File: config.mk
export PLATFORM = sky130hd
export DESIGN_NAME = sample_iterator_flat
export DESIGN_NICKNAME = d
export VERILOG_FILES = /design/src/rtl/sample_iterator_if.sv /design/src/rtl/sample_iterator.sv /design/src/flat_wrapper.sv
export SDC_FILE = /design/constraint.sdc
export NUM_CORES = 1
export LEC_CHECK = 0
export CORE_AREA = 2 2 285 287
export DETAILED_ROUTE_END_ITERATION = 7
export DIE_AREA = 0 0 287 289
export PLACE_DENSITY_LB_ADDON = 0.1
export SYNTH_ARGS = -nofsm -noshare
export SYNTH_HDL_FRONTEND = slang
export SYNTH_SLANG_ARGS = --single-unit
File: constraint.sdc
create_clock -name clk -period 7.3 [get_ports clk]
set_input_delay 1.46 -clock clk [delete_from_list [all_inputs] [get_ports clk]]
set_output_delay 1.46 -clock clk [all_outputs]
set_load 0.005 [all_outputs]
File: src/rtl/sample_iterator_if.sv
// Bundles the sample iterator's bus signals: the triangle/bbox handshake from
// the bbox stage, the halt/MSAA controls, and the sample stream to the sample test.
interface sample_iterator_if #(
    parameter int SIGFIG = 24,
    parameter int VERTS  = 3,
    parameter int AXIS   = 3,
    parameter int COLORS = 3
);
    logic [VERTS-1:0][AXIS-1:0][SIGFIG-1:0] tri_R13S;
    logic [COLORS-1:0][SIGFIG-1:0]          color_R13U;
    logic [1:0][1:0][SIGFIG-1:0]            box_R13S;
    logic                                   validTri_R13H;
    logic [3:0]                             subSample_RnnnnU;
    logic                                   halt_RnnnnH;
    logic                                   stall_R13H;
    logic [VERTS-1:0][AXIS-1:0][SIGFIG-1:0] tri_R14S;
    logic [COLORS-1:0][SIGFIG-1:0]          color_R14U;
    logic [1:0][SIGFIG-1:0]                 sample_R14S;
    logic                                   validSamp_R14H;

    modport slave (
        input  tri_R13S, color_R13U, box_R13S, validTri_R13H, subSample_RnnnnU, halt_RnnnnH,
        output stall_R13H, tri_R14S, color_R14U, sample_R14S, validSamp_R14H
    );

    modport master (
        output tri_R13S, color_R13U, box_R13S, validTri_R13H, subSample_RnnnnU, halt_RnnnnH,
        input  stall_R13H, tri_R14S, color_R14U, sample_R14S, validSamp_R14H
    );
endinterface

File: src/rtl/sample_iterator.sv
// Walks one triangle's bounding box in raster order, emitting one sample
// location per cycle alongside the latched triangle and color.
module sample_iterator #(
    parameter int SIGFIG = 24,
    parameter int RADIX  = 10,
    parameter int VERTS  = 3,
    parameter int AXIS   = 3,
    parameter int COLORS = 3
) (
    input logic               clk,
    input logic               rst,
    sample_iterator_if.slave  bus
);
    typedef enum logic {WAIT, TEST} state_t;

    state_t                                 state_q, state_d;
    logic [VERTS-1:0][AXIS-1:0][SIGFIG-1:0] tri_q, tri_d;
    logic [COLORS-1:0][SIGFIG-1:0]          color_q, color_d;
    logic [1:0][SIGFIG-1:0]                 ll_q, ll_d;
    logic [1:0][SIGFIG-1:0]                 ur_q, ur_d;
    logic [SIGFIG-1:0]                      step_q, step_d;
    logic [1:0][SIGFIG-1:0]                 sample_q, sample_d;
    logic                                   valid_q, valid_d;

    logic [SIGFIG-1:0]   stepIn;
    logic signed [SIGFIG:0] nextX, nextY, urX, urY;
    logic                boxInverted;

    // One extra adder bit keeps x+step from wrapping past the signed range.
    assign nextX = $signed({sample_q[0][SIGFIG-1], sample_q[0]}) + $signed({1'b0, step_q});
    assign nextY = $signed({sample_q[1][SIGFIG-1], sample_q[1]}) + $signed({1'b0, step_q});
    assign urX   = $signed({ur_q[0][SIGFIG-1], ur_q[0]});
    assign urY   = $signed({ur_q[1][SIGFIG-1], ur_q[1]});

    assign boxInverted = ($signed(bus.box_R13S[1][0]) < $signed(bus.box_R13S[0][0])) ||
                         ($signed(bus.box_R13S[1][1]) < $signed(bus.box_R13S[0][1]));

    always_comb begin
        case (bus.subSample_RnnnnU)
            4'b0100: stepIn = SIGFIG'(1) << (RADIX - 1);
            4'b0010: stepIn = SIGFIG'(1) << (RADIX - 2);
            4'b0001: stepIn = SIGFIG'(1) << (RADIX - 3);
            default: stepIn = SIGFIG'(1) << RADIX;
        endcase
    end

    always_comb begin
        state_d  = state_q;
        tri_d    = tri_q;
        color_d  = color_q;
        ll_d     = ll_q;
        ur_d     = ur_q;
        step_d   = step_q;
        sample_d = sample_q;
        valid_d  = valid_q;

        if (!bus.halt_RnnnnH) begin
            case (state_q)
                WAIT: begin
                    valid_d = 1'b0;
                    // An inverted box has no samples, so it is consumed without leaving WAIT.
                    if (bus.validTri_R13H && !boxInverted) begin
                        tri_d    = bus.tri_R13S;
                        color_d  = bus.color_R13U;
                        ll_d     = bus.box_R13S[0];
                        ur_d     = bus.box_R13S[1];
                        step_d   = stepIn;
                        sample_d = bus.box_R13S[0];
                        valid_d  = 1'b1;
                        state_d  = TEST;
                    end
                end
                TEST: begin
                    if (nextX <= urX) begin
                        sample_d[0] = nextX[SIGFIG-1:0];
                    end else if (nextY <= urY) begin
                        sample_d[0] = ll_q[0];
                        sample_d[1] = nextY[SIGFIG-1:0];
                    end else begin
                        valid_d = 1'b0;
                        state_d = WAIT;
                    end
                end
                default: state_d = WAIT;
            endcase
        end
    end

    always_ff @(posedge clk) begin
        if (!rst) begin
            state_q  <= WAIT;
            tri_q    <= '0;
            color_q  <= '0;
            ll_q     <= '0;
            ur_q     <= '0;
            step_q   <= '0;
            sample_q <= '0;
            valid_q  <= 1'b0;
        end else begin
            state_q  <= state_d;
            tri_q    <= tri_d;
            color_q  <= color_d;
            ll_q     <= ll_d;
            ur_q     <= ur_d;
            step_q   <= step_d;
            sample_q <= sample_d;
            valid_q  <= valid_d;
        end
    end

    assign bus.stall_R13H     = (state_q == TEST);
    assign bus.tri_R14S       = tri_q;
    assign bus.color_R14U     = color_q;
    assign bus.sample_R14S    = sample_q;
    assign bus.validSamp_R14H = valid_q;
endmodule
File: src/flat_wrapper.sv
// flat-port wrapper written by rule: the top's interface ports become plain ports
module sample_iterator_flat 
#(
    parameter int SIGFIG = 24,
    parameter int RADIX  = 10,
    parameter int VERTS  = 3,
    parameter int AXIS   = 3,
    parameter int COLORS = 3
)
  (clk, rst, bus_tri_R13S, bus_color_R13U, bus_box_R13S, bus_validTri_R13H, bus_subSample_RnnnnU, bus_halt_RnnnnH, bus_stall_R13H, bus_tri_R14S, bus_color_R14U, bus_sample_R14S, bus_validSamp_R14H);
  sample_iterator_if #(.SIGFIG(SIGFIG), .VERTS(VERTS), .AXIS(AXIS), .COLORS(COLORS)) bus_i ();
  input logic clk;
  input logic rst;
  input wire logic [$bits(bus_i.tri_R13S)-1:0] bus_tri_R13S;
  input wire logic [$bits(bus_i.color_R13U)-1:0] bus_color_R13U;
  input wire logic [$bits(bus_i.box_R13S)-1:0] bus_box_R13S;
  input wire logic [$bits(bus_i.validTri_R13H)-1:0] bus_validTri_R13H;
  input wire logic [$bits(bus_i.subSample_RnnnnU)-1:0] bus_subSample_RnnnnU;
  input wire logic [$bits(bus_i.halt_RnnnnH)-1:0] bus_halt_RnnnnH;
  output wire logic [$bits(bus_i.stall_R13H)-1:0] bus_stall_R13H;
  output wire logic [$bits(bus_i.tri_R14S)-1:0] bus_tri_R14S;
  output wire logic [$bits(bus_i.color_R14U)-1:0] bus_color_R14U;
  output wire logic [$bits(bus_i.sample_R14S)-1:0] bus_sample_R14S;
  output wire logic [$bits(bus_i.validSamp_R14H)-1:0] bus_validSamp_R14H;
  assign bus_i.tri_R13S = bus_tri_R13S;
  assign bus_i.color_R13U = bus_color_R13U;
  assign bus_i.box_R13S = bus_box_R13S;
  assign bus_i.validTri_R13H = bus_validTri_R13H;
  assign bus_i.subSample_RnnnnU = bus_subSample_RnnnnU;
  assign bus_i.halt_RnnnnH = bus_halt_RnnnnH;
  assign bus_stall_R13H = bus_i.stall_R13H;
  assign bus_tri_R14S = bus_i.tri_R14S;
  assign bus_color_R14U = bus_i.color_R14U;
  assign bus_sample_R14S = bus_i.sample_R14S;
  assign bus_validSamp_R14H = bus_i.validSamp_R14H;
  sample_iterator #(.SIGFIG(SIGFIG), .RADIX(RADIX), .VERTS(VERTS), .AXIS(AXIS), .COLORS(COLORS)) u_core (.clk(clk), .rst(rst), .bus(bus_i));
endmodule
==> impl_metrics.ini, run 1 <==
[routing]
route.detailed.wl_per_inst_um = 20.39
number_of_remaining_drc_errors = 0
detailedRoute.firstIterationViolations = 906
route.antenna.remaining_nets = 0
vias_per_cell = 4.510
drt_pass1_iterations = 5
wl_mm = 83.96
dr_total_vias = 18570

[clock_tree]
ctsLongestPathBuffers = 3
postCtsResizedCells = 0
clkLatencyLatePin_ns = 0.60
clk_root_buffer_cell = clkbuf_16
postCtsHoldBufs = 0
cts_buffer_count = 52
cts_sinks = 414
cts_max_level = 2
clk_pin_slew_worst_paths_ns = 0.06
tritoncts = yes
cts_setup_buffers = 0

[job]
drv.max_cap_violation_count = 0

[sta]
setup_viol_count_final = 0
worst_slew_pin_slew_ns = 1.152
final.period_utilization = 0.7568
drv_slew = 0
max_slew_margin = 0.2319
hold_viol_final = 0
maxClockFrequency_ghz = 0.1810
rsz0062_at_grt = no
finClkSkew_ns = 0.02362
final.min_clock_period_ns = 5.525
setup_tns_ns = 0

[layout]
area.sequential_sq_um = 8289
layout.cell_area.non_filler_sq_um = 28240
multiInputGateArea_sq_um = 8961
nNetsFinal = 3513
final.fill_count = 8395
layout-drive-gt1-share = 0.04325
areaGrowthSynthToFinish_pct = 53.60

[critical_path]
rrSetupSlack_ns = 1.78
r2r_cells = 18
path_class = reg2reg
path_buf_inv = 2
crit_path_top_delay_cell = or2_1
rr_startpoint = u_core.bus.sample_R14S[7]$_SDFFE_PN0P_
cp_slowest_stage_delay_ns = 0.53
timing.critical_path.required_ns = 7.78
worst-endpoint-arrival_ns = 6.00
critical_path.endpoint_type = flop
critical_path.top_delay_family = simple AND/OR/NAND/NOR gates
critical_path.max_fanout = 18
worstPathCellList = ha_1 > inv_1 > fa_1 > nand2b_1 > a21oi_1 > nor2b_1 > nand4_1 > xnor2_1 > ha_1 > nand4_1 > or3_1 > nor4_1 > a311o_1 > o21ai_4 > o211a_1 > buf_4 > or2_1 > a31o_2
r2r_end = u_core.bus.sample_R14S[13]$_SDFFE_PN0P_
timing.critical_path.from_type = flop

[outcome]
status = finished clean

[logic_synthesis]
ys.warnings.count = 0
netlist-cell-type-count = 68
synth_area_per_cell_sq_um = 7.777
asyncSetResetFlopFracSynth = 0
synth-main-ff-cell = dfxtp_1
syn_area_sq_um = 18380
postSynthNetCount = 2862
post_synth_inst_count = 2364
sequential_to_total_area_share_from_yosys_stat = 0.4508
post_synth_edffs = 0
number_of_synthesized_register_bits = 414

[global_routing]
grt_start_max_net_pins = 174
grt_pass1_wl_mm = 121.0
overflow = 0
global_route.usage.total = 0.1918
number_of_antenna_violations_at_the_first_check_in_global_routing = 7
first_global_vias = 18460

[worst_hold_path]
timing.hold.worst_endpoint = u_core.bus.tri_R14S[162]$_SDFFE_PN0P_
hp-class = reg2reg
min_delay_path_depth = 2
worstHoldStart = u_core.bus.tri_R14S[162]$_SDFFE_PN0P_

[place]
io_buffer_count = 729
dpl.hpwl_mm = 63.59
placedInstanceArea_sq_um = 26520
gp_congestion = 0.8481

[floorplan]
dieHeight_um = 289
placeableCoreArea_sq_um = 79900
io_pins = 730
full_die_area_sq_um = 82940
floorplan_die_width_um = 287
floorplan.initialDensity = 0.2301
floorplan.rows = 104

[power]
power.density_cell_area_nw_per_um2 = 223.0
total_leakage_power_nw = 10.20
ir_drop_mv = 0.1594
## registers in the layout, summed over array words and instances (netlist names)
| signal | flops |
|---|---|
| u_core.urX | 24 |
| u_core.urY | 24 |
| u_core.bus.color_R14U | 72 |
| u_core.bus.validSamp_R14H | 1 |
| u_core.bus.sample_R14S | 48 |
| u_core.bus.tri_R14S | 216 |
| u_core.ll_q | 24 |
| u_core.bus.stall_R13H | 1 |
| u_core.step_q | 4 |
## worst reg2reg max path, cell delays in order, from the launching register on
cell and delay (ns):
dfxtp_1 0.37, ha_1 0.23, inv_1 0.07, fa_1 0.39
nand2b_1 0.16, a21oi_1 0.28, nor2b_1 0.36, nand4_1 0.16
xnor2_1 0.18, ha_1 0.33, nand4_1 0.21, or3_1 0.46
nor4_1 0.50, a311o_1 0.26, o21ai_4 0.10, o211a_1 0.24
buf_4 0.21, or2_1 0.53, a31o_2 0.38
## worst max path at each step
stage                                              endpoint  cells after the start  slack [ns]                                   start
finish              u_core.bus.sample_R14S[13]$_SDFFE_PN0P_                     18        1.78  u_core.bus.sample_R14S[7]$_SDFFE_PN0P_
CTS                 u_core.bus.sample_R14S[13]$_SDFFE_PN0P_                     18        1.84           u_core.step_q[7]$_SDFFE_PN0P_
floorplan           u_core.bus.sample_R14S[12]$_SDFFE_PN0P_                     18        3.08  u_core.bus.sample_R14S[7]$_SDFFE_PN0P_
global route        u_core.bus.sample_R14S[13]$_SDFFE_PN0P_                     18        1.53           u_core.step_q[7]$_SDFFE_PN0P_
detailed placement  u_core.bus.sample_R14S[23]$_SDFFE_PN0P_                     11        1.21                        bus_box_R13S[18]
global placement    u_core.bus.sample_R14S[15]$_SDFFE_PN0P_                     11        1.21                        bus_box_R13S[18]
## synth_stat cells, types with 4 or more instances
cell | instances | share of area
and2_1 | 4 | 0.0014
a21o_1 | 13 | 0.0053
nor3b_1 | 4 | 0.0016
o41ai_1 | 4 | 0.0019
inv_1 | 109 | 0.022
buf_1 | 7 | 0.0014
xnor2_1 | 17 | 0.0081
clkbuf_1 | 58 | 0.012
a31o_2 | 9 | 0.0043
a21oi_1 | 421 | 0.11
o21ai_0 | 26 | 0.0071
a221o_1 | 4 | 0.0022
mux2i_1 | 27 | 0.015
xor2_1 | 12 | 0.0057
nand2_1 | 800 | 0.16
o211ai_1 | 6 | 0.0024
nor4_1 | 4 | 0.0014
buf_2 | 84 | 0.023
a221oi_1 | 4 | 0.0019
nand3_1 | 20 | 0.0054
buf_4 | 5 | 0.0020
dfxtp_1 | 414 | 0.45
ha_1 | 104 | 0.071
nor3_1 | 23 | 0.0063
a211oi_1 | 8 | 0.0033
nor2b_1 | 6 | 0.0020
o21a_1 | 7 | 0.0029
nand4_1 | 34 | 0.012
and3_1 | 5 | 0.0017
nor2_1 | 43 | 0.0088
and4_1 | 5 | 0.0024
o31ai_1 | 10 | 0.0041
o31a_1 | 4 | 0.0019
## logic make-up (layout without fill, tap and decap cells)
group,after synthesis,after routing,synth area share
adders and majority gates,106,106,0.07296
and+or+nand+nor,965,965,0.2140
DFF,414,414,0.4508
buffers and inverters,268,956,0.06268
muxes,29,29,0.01593
other,0,5,0
xor gates and xnor gates,29,29,0.01382
AOI/OAI and AO/OA,553,553,0.1698
## per-stage QoR
step / hold slack [ns] / setup slack (ns) / total power [W] / utilization / instances
global placement: 0.4412 / 1.208 / 0.003741 / 0.3319 / 4021
finish: 0.4494 / 1.775 / 0.006297 / 0.3534 / 4117
floorplan: 0.4338 / 3.076 / 0.003079 / - / 2364
detailed placement: 0.4453 / 1.210 / 0.003758 / 0.3319 / 4021
CTS: 0.4538 / 1.838 / 0.006412 / 0.3533 / 4112
global route: 0.4680 / 1.534 / 0.006600 / 0.3534 / 4115
## layout by cell type, fill, tap and decap left out, types with 5 or more instances in the layout
master / n
a21o_1: 13
xnor2_1: 17
nand2_1: 800
o21a_1: 7
a21oi_1: 421
xor2_1: 12
nand4_1: 34
diode_2: 5
clkbuf_1: 12
dfxtp_1: 413
and4_1: 5
a31o_2: 9
clkinv_2: 7
buf_4: 22
nor3_1: 23
o21ai_0: 26
nor2b_1: 6
clkbuf_8: 13
clkdlybuf4s50_1: 728
clkbuf_16: 52
o211ai_1: 6
o31ai_1: 10
inv_1: 109
a211oi_1: 8
nand3_1: 20
nor2_1: 42
and3_1: 5
ha_1: 104
mux2i_1: 27
## area by class of cell
type                            instances  area share
Multi-Input combinational cell       1682      0.3174
Sequential cell                       414      0.2936
Inverter                              111     0.01502
Clock inverter                         14    0.006425
Tap cell                             1060     0.04697
Timing Repair Buffer                  754      0.2662
Antenna cell                            5   0.0004431
Clock buffer                           77     0.05401
## power breakdown
part | total (W) | internal, W | switching (W)
logic | 0.00124 | 0.000598 | 0.000647
clock network | 0.00260 | 0.00154 | 0.00106
registers | 0.00245 | 0.00237 | 0.0000788
total | 0.00630 | 0.00451 | 0.00178
## routing by layer
metal  vias to the layer above  routed length (um)  global-route usage
met2                       545               41200              0.3322
met3                       116                6813             0.06449
met5                         -                  27                   0
li1                       9183                   -                   -
met1                      8718               33980              0.2258
met4                         4                1942             0.05182
Note: power is estimated with default switching activity, not from simulation.
==> run 2, diff against run 1 <==
- CORE_AREA: 2 2 285 287 -> 2 2 286 288
- DIE_AREA: 0 0 287 289 -> 0 0 288 290
- clock period: 7.3 -> 5.4 ns (I/O delays scaled with it)
==> run 2 against run 1 <==
  * Core utilization is 0.22 points higher
  * Critical endpoint is now u_core.bus.sample_R14S[2]$_SDFFE_PN0P_
  * Via count is 0.97% higher
  * Clock skew is 0.00054 ns lower
  * Highest routed layer unchanged
  * Routed wire length hardly changed
  * Non-clock buffer count is 15 higher
  * Register-to-register slack worse by 1.3 ns
  * Flip-flop and latch count stayed put
  * Hold slack better by 0.0020 ns
  * Die area is 0.70% higher
  * Worst setup slack worse by 1.3 ns
==> impl_metrics.ini, run 2 (synthesis gave the netlist of run 1 again) <==
[layout]
layout-drive-gt1-share = 0.04602
final.fill_count = 8430
layout.cell_area.non_filler_sq_um = 28500
commonest_non_fill_non_tap_cells_in_the_layout = 800 x nand2_1, 728 x clkdlybuf4s50_1, 421 x a21oi_1, 413 x dfxtp_1, 109 x inv_1
mostFrequentLayoutCell = nand2_1
areaGrowthSynthToFinish_pct = 55.05
nNetsFinal = 3529
max_reg_flops = 216
finalNonFillerCells = 4137

[sta]
final.min_clock_period_ns = 4.911
finClkSkew_ns = 0.02308
hold_viol_final = 0
maxClockFrequency_ghz = 0.2036
finalWorstSetupSlack_ns = 0.4888
max_slew_margin = 0.2838
rsz0062_at_grt = no
worst_slew_pin_slew_ns = 1.074
drv_slew = 0
final.period_utilization = 0.9095
whs_ns = 0.4514
setup_tns_ns = 0
setup_viol_count_final = 0

[power]
ir_drop_mv = 0.2295
total_leakage_power_nw = 10.32
power.density_cell_area_nw_per_um2 = 297.5

[place]
place.detailed.instances = 4036
gp_congestion = 0.8748
dpl.hpwl_mm = 64.53
io_buffer_count = 729
dp_worst_setup_slack_ns = 0.5252
placedInstanceArea_sq_um = 26800

[critical_path]
worstPathCellList = ha_1 > inv_1 > fa_1 > nand2b_1 > a21oi_1 > nor2b_1 > nand4_1 > xnor2_1 > ha_1 > and3_1 > a221oi_1 > o2111ai_1 > a311o_1 > o21ai_4 > nor3b_1 > nor2_1 > buf_4 > o31ai_1
setup_crit_end = u_core.bus.sample_R14S[2]$_SDFFE_PN0P_
critical_path.max_fanout = 8
r2r_cells = 18
r2r_end = u_core.bus.sample_R14S[2]$_SDFFE_PN0P_
path_class = reg2reg
critical_path.endpoint_type = flop
crit_path_top_delay_cell = nor2_1
worst-endpoint-arrival_ns = 5.34
cp_slowest_stage_delay_ns = 0.57
critical_path.startpoint = u_core.step_q[7]$_SDFFE_PN0P_
crit_top_cell = ha_1
timing.critical_path.from_type = flop
rrSetupSlack_ns = 0.49
rr_startpoint = u_core.step_q[7]$_SDFFE_PN0P_
timing.critical_path.required_ns = 5.83

[routing]
detailedRoute.firstIterationViolations = 946
route.detailed.wl_per_inst_um = 20.28
number_of_remaining_drc_errors = 0
drt_pass1_iterations = 5
dr_total_vias = 18750
route.antenna.remaining_nets = 0
wl_mm = 83.88
vias_per_cell = 4.532

[global_routing]
overflow = 0
first_global_vias = 18450
grt_start_max_net_pins = 161
global_route.usage.total = 0.1924
grt_pass1_wl_mm = 121.4
number_of_antenna_violations_at_the_first_check_in_global_routing = 17

[floorplan]
placeableCoreArea_sq_um = 80160
floorplan.initialDensity = 0.2293
dieHeight_um = 290
io_pins = 730
floorplan_die_width_um = 288
floorplan.rows = 104
full_die_area_sq_um = 83520

[clock_tree]
tritoncts = yes
clkLatencyLatePin_ns = 0.61
cts_sinks = 414
clk_pin_slew_worst_paths_ns = 0.06
cts_buffer_count = 53
clk_root_buffer_cell = clkbuf_16
postCtsHoldBufs = 0
ctsLongestPathBuffers = 3
postCtsResizedCells = 0
cts_setup_buffers = 0
cts_max_level = 2

[job]
drv.max_cap_violation_count = 0

[outcome]
status = finished clean

[worst_hold_path]
hp-class = reg2reg
[run 2: cell types whose count changed in the layout (fill, tap and decap cells not counted), sizes merged]
| cell | delta |
|---|---|
| buf | +15 |
| diode | +8 |
| clkbuf | +4 |
| clkinv | -4 |
| bufinv | -2 |
| inv | -1 |
[run 2: layer usage]
metal / GRT usage / routed length [um] / up-vias
met4: 0.08341 / 3348 / 8
met5: 0 / 46 / -
li1: - / - / 9242
met1: 0.2228 / 33830 / 8755
met2: 0.3242 / 39810 / 601
met3: 0.06030 / 6847 / 141
[run 2: worst min path at each step]
stage	slack (ns)	startpoint	cells after the start	endpoint
floorplan	0.43	u_core.ll_q[12]$_SDFFE_PN0P_	2	u_core.ll_q[12]$_SDFFE_PN0P_
global placement	0.44	u_core.bus.tri_R14S[115]$_SDFFE_PN0P_	2	u_core.bus.tri_R14S[115]$_SDFFE_PN0P_
detailed placement	0.45	u_core.bus.tri_R14S[46]$_SDFFE_PN0P_	2	u_core.bus.tri_R14S[46]$_SDFFE_PN0P_
CTS	0.45	u_core.bus.tri_R14S[46]$_SDFFE_PN0P_	2	u_core.bus.tri_R14S[46]$_SDFFE_PN0P_
global route	0.47	u_core.bus.tri_R14S[57]$_SDFFE_PN0P_	2	u_core.bus.tri_R14S[57]$_SDFFE_PN0P_
finish	0.45	u_core.bus.tri_R14S[46]$_SDFFE_PN0P_	2	u_core.bus.tri_R14S[46]$_SDFFE_PN0P_
[run 2: power by group]
| part | switching, W | internal (W) |
|---|---|---|
| sequential | 0.000106 | 0.00321 |
| clock | 0.00140 | 0.00204 |
| combinational | 0.000876 | 0.000843 |
| total | 0.00239 | 0.00609 |
[run 2: area by class of cell]
class	instances	area (sq um)	share of cell area
flip-flops and latches	414	8289	0.2908
diodes	13	32.53	0.001141
clock inverters	7	86.33	0.003029
clock buffers	81	1583	0.05553
inverters	111	424.2	0.01488
well taps	1060	1326	0.04653
repair buffers	769	7805	0.2738
multi-input cells	1682	8959	0.3143
[run 2: critical path: cells and delay by family (launching register included)]
kind,cells,cell delay [ns]
DFF,1,0.37
buffers and inverters,2,0.37
AOI/OAI and AO/OA,6,1.37
adders and majority gates,3,0.89
xor gates and xnor gates,1,0.22
and+or+nand+nor,6,1.52
[run 2: stage by stage]
| stage | power, W | util |
|---|---|---|
| 6_report | 0.008481 | 0.3556 |
| 5_1_grt | 0.008901 | 0.3556 |
| 4_1_cts | 0.008636 | 0.3552 |
| 3_5_place_dp | 0.005114 | 0.3344 |
| 3_3_place_gp | 0.005089 | 0.3344 |
| 2_1_floorplan | 0.004162 | - |
